$ cat src/rtl/uart_packet_rx.sv
// Purpose: frames 6-byte position/click packets from a UART byte stream, checks the XOR sum, commits atomically.
// Latency: outputs and frame_valid update 1 clk after the checksum byte strobe; errors also pulse 1 clk after.
// Backpressure: none; every rx_valid byte is consumed, and stalled packets are dropped on inter-byte gap timeout.
//
// Ports:
//   clk         pixel clock, the only clock
//   rst         asynchronous active-low reset
//   rx_data     received byte, qualified by rx_valid
//   rx_valid    single-cycle byte strobe
//   pl2_posx    remote player X (12b), changes only on commit
//   pl2_posy    remote player Y (12b), changes only on commit
//   pl2_click   remote mouse-left state, changes only on commit
//   frame_valid one-cycle pulse on a committed packet
//   chk_err     one-cycle pulse on checksum mismatch
//   gap_err     one-cycle pulse when a packet is abandoned on gap timeout
//   link_up     high while good packets keep arriving within LINK_CYCLES
//   err_count   saturating count of chk_err + gap_err events
module uart_packet_rx #(
   parameter logic [7:0]  HEADER      = 8'hA5,
   parameter int          GAP_CYCLES  = 65000,
   parameter int          LINK_CYCLES = 6500000,
   parameter logic [11:0] RST_POSX    = 12'd974,
   parameter logic [11:0] RST_POSY    = 12'd679
) (
   input  logic        clk,
   input  logic        rst,
   input  logic [7:0]  rx_data,
   input  logic        rx_valid,
   output logic [11:0] pl2_posx,
   output logic [11:0] pl2_posy,
   output logic        pl2_click,
   output logic        frame_valid,
   output logic        chk_err,
   output logic        gap_err,
   output logic        link_up,
   output logic [7:0]  err_count
);

   localparam int GW = $clog2(GAP_CYCLES + 1);
   localparam int LW = $clog2(LINK_CYCLES + 1);
   localparam logic [GW-1:0] GAP_LAST = GW'(GAP_CYCLES - 1);
   localparam logic [LW-1:0] LINK_MAX = LW'(LINK_CYCLES);

   localparam logic [1:0] S_HUNT    = 2'd0;
   localparam logic [1:0] S_PAYLOAD = 2'd1;
   localparam logic [1:0] S_CHECK   = 2'd2;

   logic [1:0]    state_q, state_d;
   logic [1:0]    idx_q, idx_d;
   logic [7:0]    sum_q, sum_d;
   // Shadow copy of B1..B3 plus the click bit of B4; only bit 0 of B4 carries data.
   logic [7:0]    shb0_q, shb0_d;
   logic [7:0]    shb1_q, shb1_d;
   logic [7:0]    shb2_q, shb2_d;
   logic          shclk_q, shclk_d;
   logic [GW-1:0] gap_q, gap_d;
   logic [LW-1:0] link_cnt_q, link_cnt_d;
   logic [11:0]   posx_q, posx_d;
   logic [11:0]   posy_q, posy_d;
   logic          click_q, click_d;
   logic          frame_valid_q, frame_valid_d;
   logic          chk_err_q, chk_err_d;
   logic          gap_err_q, gap_err_d;
   logic          link_up_q, link_up_d;
   logic [7:0]    err_cnt_q, err_cnt_d;
   logic          gap_expire;

   always_comb begin
      state_d       = state_q;
      idx_d         = idx_q;
      sum_d         = sum_q;
      shb0_d        = shb0_q;
      shb1_d        = shb1_q;
      shb2_d        = shb2_q;
      shclk_d       = shclk_q;
      gap_d         = gap_q;
      link_cnt_d    = link_cnt_q;
      posx_d        = posx_q;
      posy_d        = posy_q;
      click_d       = click_q;
      frame_valid_d = 1'b0;
      chk_err_d     = 1'b0;
      gap_err_d     = 1'b0;
      link_up_d     = link_up_q;
      err_cnt_d     = err_cnt_q;

      // A byte landing on the expiry cycle wins, so expiry requires an idle cycle.
      gap_expire = (state_q != S_HUNT) && !rx_valid && (gap_q == GAP_LAST);

      case (state_q)
         S_HUNT: begin
            if (rx_valid && rx_data == HEADER) begin
               state_d = S_PAYLOAD;
               idx_d   = 2'd0;
               sum_d   = 8'h00;
            end
         end
         S_PAYLOAD: begin
            // HEADER-valued bytes are plain data here: no resync mid-packet.
            if (rx_valid) begin
               case (idx_q)
                  2'd0:    shb0_d  = rx_data;
                  2'd1:    shb1_d  = rx_data;
                  2'd2:    shb2_d  = rx_data;
                  default: shclk_d = rx_data[0];
               endcase
               sum_d = sum_q ^ rx_data;
               idx_d = idx_q + 2'd1;
               if (idx_q == 2'd3) begin
                  state_d = S_CHECK;
               end
            end
         end
         S_CHECK: begin
            if (rx_valid) begin
               if (rx_data == sum_q) begin
                  posx_d        = {shb0_q, shb1_q[7:4]};
                  posy_d        = {shb1_q[3:0], shb2_q};
                  click_d       = shclk_q;
                  frame_valid_d = 1'b1;
               end else begin
                  chk_err_d = 1'b1;
               end
               state_d = S_HUNT;
            end
         end
         default: state_d = S_HUNT;
      endcase

      if (gap_expire) begin
         state_d   = S_HUNT;
         gap_err_d = 1'b1;
      end

      if (state_q == S_HUNT || rx_valid || gap_expire) begin
         gap_d = '0;
      end else begin
         gap_d = gap_q + GW'(1);
      end

      if (frame_valid_d) begin
         link_cnt_d = '0;
         link_up_d  = 1'b1;
      end else begin
         if (link_cnt_q != LINK_MAX) begin
            link_cnt_d = link_cnt_q + LW'(1);
         end
         if (link_cnt_d == LINK_MAX) begin
            link_up_d = 1'b0;
         end
      end

      if ((chk_err_d || gap_err_d) && err_cnt_q != 8'hFF) begin
         err_cnt_d = err_cnt_q + 8'd1;
      end
   end

   always_ff @(posedge clk or negedge rst) begin
      if (!rst) begin
         state_q       <= S_HUNT;
         idx_q         <= 2'd0;
         sum_q         <= 8'h00;
         shb0_q        <= 8'h00;
         shb1_q        <= 8'h00;
         shb2_q        <= 8'h00;
         shclk_q       <= 1'b0;
         gap_q         <= '0;
         link_cnt_q    <= '0;
         posx_q        <= RST_POSX;
         posy_q        <= RST_POSY;
         click_q       <= 1'b0;
         frame_valid_q <= 1'b0;
         chk_err_q     <= 1'b0;
         gap_err_q     <= 1'b0;
         link_up_q     <= 1'b0;
         err_cnt_q     <= 8'h00;
      end else begin
         state_q       <= state_d;
         idx_q         <= idx_d;
         sum_q         <= sum_d;
         shb0_q        <= shb0_d;
         shb1_q        <= shb1_d;
         shb2_q        <= shb2_d;
         shclk_q       <= shclk_d;
         gap_q         <= gap_d;
         link_cnt_q    <= link_cnt_d;
         posx_q        <= posx_d;
         posy_q        <= posy_d;
         click_q       <= click_d;
         frame_valid_q <= frame_valid_d;
         chk_err_q     <= chk_err_d;
         gap_err_q     <= gap_err_d;
         link_up_q     <= link_up_d;
         err_cnt_q     <= err_cnt_d;
      end
   end

   assign pl2_posx    = posx_q;
   assign pl2_posy    = posy_q;
   assign pl2_click   = click_q;
   assign frame_valid = frame_valid_q;
   assign chk_err     = chk_err_q;
   assign gap_err     = gap_err_q;
   assign link_up     = link_up_q;
   assign err_count   = err_cnt_q;

endmodule

$ cat config.mk
export PLATFORM = sky130hd
export DESIGN_NAME = uart_packet_rx
export DESIGN_NICKNAME = d
export VERILOG_FILES = /design/src/rtl/uart_packet_rx.sv
export SDC_FILE = /design/constraint.sdc
export NUM_CORES = 1
export LEC_CHECK = 0
export ABC_AREA = 1
export ABC_CLOCK_PERIOD_IN_PS = 2400
export BUFFER_PORTS_ARGS = -buffer_cell sky130_fd_sc_hd__buf_4
export CAP_MARGIN = 10
export CORE_UTILIZATION = 50
export DETAILED_ROUTE_END_ITERATION = 16
export PLACE_DENSITY = 0.69
export SETUP_SLACK_MARGIN = 0.05
export SYNTH_ARGS = -nofsm -noshare
export SYNTH_HDL_FRONTEND = slang
export SYNTH_SLANG_ARGS = --single-unit
$ cat constraint.sdc
create_clock -name clk -period 2.4 [get_ports clk]
set_input_delay 0.12 -clock clk [delete_from_list [all_inputs] [get_ports clk]]
set_output_delay 0.12 -clock clk [all_outputs]
set_load 0.005 [all_outputs]
==> results.sh <==
export IMPL_outcome="finished clean"
export IMPL_crit_path_end_kind="flip-flop"
export IMPL_cts_root_buf="clkbuf_16"
export IMPL_dpl_cell_count=910
export IMPL_syn_inst=734
export IMPL_yosys_top_cells_area="dfrtp_1 44%, nand2_1 17%, dfstp_2 6.0%"
export IMPL_clock_sinks=113
export IMPL_grt_overflow=0
export IMPL_async_flop_share_pct=100
export IMPL_cts_tree="yes"
export IMPL_grt_use_total_pct=23.5
export IMPL_crit_fanout=7
export IMPL_drt_pass1_iter_count=5
export IMPL_endpoint="link_up"
export IMPL_yosys_cell_count_top_type="nand2_1"
export IMPL_tightest_slew_ps=645
export IMPL_vias_per_cell=5.06
export IMPL_rows=38
export IMPL_hold_path_class="in2reg"
export IMPL_die_width_microns=109
export IMPL_diodes=0
export IMPL_start_util_pct=51.9
export IMPL_crit_path_start="link_cnt_q[1]"
export IMPL_routed_wl_mm=12.8
export IMPL_h_tree_depth=4
export IMPL_die_area_sq_um=11800
export IMPL_syn2layout_area_growth_pct=18.6
export IMPL_cts_made_buffers=17
export IMPL_fmax_ghz=0.498
export IMPL_via_count=4773
export IMPL_fin_crit_sh_pct=83.7
export IMPL_hpwl_mm=9.08
export IMPL_port_buffer_count=47
export IMPL_synth_common_cells="260 x nand2_1, 100 x dfrtp_1, 76 x nor2_1"
export IMPL_leakage_nw=3.50
export IMPL_cp_data_arrival_time_ps=2280
export IMPL_yosysWarnings=0
export IMPL_grt_start_max_net_pins=53
export IMPL_seq_area_frac_synth_pct=49.9
export IMPL_syn_nets=754
export IMPL_drcViolationCount=0
export IMPL_grt_first_pass_wirelength_mm=21.1
export IMPL_fin_crit_ps=2010
export IMPL_whs_ps=30.1
export IMPL_setup_violations_final=0
export IMPL_grt_setup_unrepaired="no"
export IMPL_vdd_ir_drop_max_uv=667
export IMPL_synth_avg_cell_area_sq_um=7.77
export IMPL_die_height_microns=109
export IMPL_core_area_sq_um=11000
export IMPL_skew_ps=7.59
export IMPL_clock_latency_ps=410
export IMPL_io_pins=48
export IMPL_final_cells=943
export IMPL_start_kind="flip-flop"
export IMPL_antenna_found_initial=0
export IMPL_nNetsFinal=811
export IMPL_drtIter0Drc=248
export IMPL_grt_pass1_vias=4503
export IMPL_min_from="rx_data[0]"
export IMPL_ant_nets=0
export IMPL_route_detailed_wl_per_inst_microns=13.6
export IMPL_final_max_slew_viol_count=0
export IMPL_synthFlopType="dfrtp_1"
export IMPL_tns_ps=0
export IMPL_yosys_area_top_type_share_pct=43.9
export IMPL_synth_seq_cells=113
export IMPL_cts_clk_slew_worst_paths_ps=50
export IMPL_placed_cell_area_sq_um=6170
export IMPL_cts_buffer_depth=2
export IMPL_post_cts_repair_setup_buffers=0
export IMPL_synth_edf_count=0
export IMPL_drive_gt1_share_pct=15.4
export IMPL_worstSetupPathType="reg2reg"
export IMPL_syn_area_sq_um=5700
export IMPL_p_per_area_nw_per_um2=715
export IMPL_cp_data_required_time_ps=2670
export IMPL_maxCapViolations=0
export IMPL_place_gp_congestion=0.903
export IMPL_stdcell_area_sq_um=6760
export IMPL_synth_cell_types=31
export IMPL_r2r_cells=12
export IMPL_r2r_end="link_up"
export IMPL_timing_rr_start="link_cnt_q[1]"
export IMPL_relSlewSlack_pct=56.9
export IMPL_rrSetupSlack_ps=390
export IMPL_yosysTopAreaCell="dfrtp_1"
export IMPL_hold_violations=0
-- cells in the final DEF (no fill, tap or decap), drive strengths merged --
cell type,n
a21oi,10
clkinv,5
inv,79
nand4,12
a31oi,1
ha,9
nand3,60
xor2,19
or2,1
nor4,5
xnor2,1
bufinv,1
clkbuf,25
and3,2
nand2,267
buf,51
dfrtp,100
o21bai,2
o21ai,31
nor2,90
nand3b,1
dfstp,13
nor3,16
dlygate4sd3,2
-- worst max-delay path, stage by stage (launching register included) --
cell and delay, ps:
dfrtp_1 390, ha_1 330, nand2_2 130, nor2_4 200, nand2_2 100, nor2_1 120
nor2_1 60, nor2_1 110, nand3_1 70, nor2_1 120, nand2_1 70, o21bai_1 130
nand2_1 60
-- registers in the layout (all words and copies together), names as in the netlist, 12 cells and up --
| name | cells |
|---|---|
| link_cnt_q | 23 |
| gap_q | 16 |
| pl2_posx | 12 |
| pl2_posy | 12 |
-- per-layer routing --
layer | vias to the layer above | track usage (%) | share of wire (%) | wire [microns]
met5 | - | 0 | 0 | 0
met3 | 6 | 6.28 | 4.4 | 566
met2 | 103 | 37.0 | 47 | 6040
met1 | 2235 | 31.3 | 48 | 6100
met4 | 0 | 8.40 | 0.71 | 91
li1 | 2429 | - | - | -
-- layout make-up --
class	instances	area, sq um
Tap cell	140	175
Clock inverter	6	55.1
Clock buffer	25	515
Sequential cell	113	2840
Inverter	79	297
Multi-Input combinational cell	527	2460
Fill cell	963	4220
Timing Repair Buffer	53	415
-- worst min path at each step --
stage,endpoint,slack [ps],cells past startpoint
floorplan,chk_err,-180,0
global placement,link_cnt_q[17],120,1
detailed placement,link_cnt_q[17],130,1
CTS,sum_q[0],10,4
global route,sum_q[5],30,4
finish,sum_q[0],30,4
-- repair_timing --
item,4_1_cts,5_1_grt
hold endpoints to repair,33,0
gates resized for setup,0,0
hold buffers,2,0
-- kinds of logic after synthesis --
| logic type | count (synthesis) | share of synthesized area [%] |
|---|---|---|
| AND/OR/NAND/NOR | 454 | 34.0 |
| XOR/XNOR | 20 | 3.07 |
| adder cells (fa/ha/maj) | 9 | 1.97 |
| AO/OA/AOI/OAI | 44 | 3.97 |
| buffers and inverters | 94 | 7.09 |
| flip-flops | 113 | 49.9 |
-- stage by stage --
stage | setup slack, ps | util, % | total power, W
after global placement | 519 | 56.2 | 0.00247
final | 390 | 61.6 | 0.00484
after CTS | 400 | 61.6 | 0.00489
after detailed placement | 436 | 56.2 | 0.00247
after floorplan | 707 | - | 0.00236
after global routing | 197 | 61.6 | 0.00505
-- power by group --
part           leakage [nW]  total [W]  switching, W  internal [W]
combinational          1.75   0.000374      0.000241      0.000132
clock                 0.289    0.00239      0.000817       0.00157
sequential             1.47    0.00207      0.000105       0.00197
total                  3.50    0.00484       0.00116       0.00367
(Power assumes the default switching activity.)
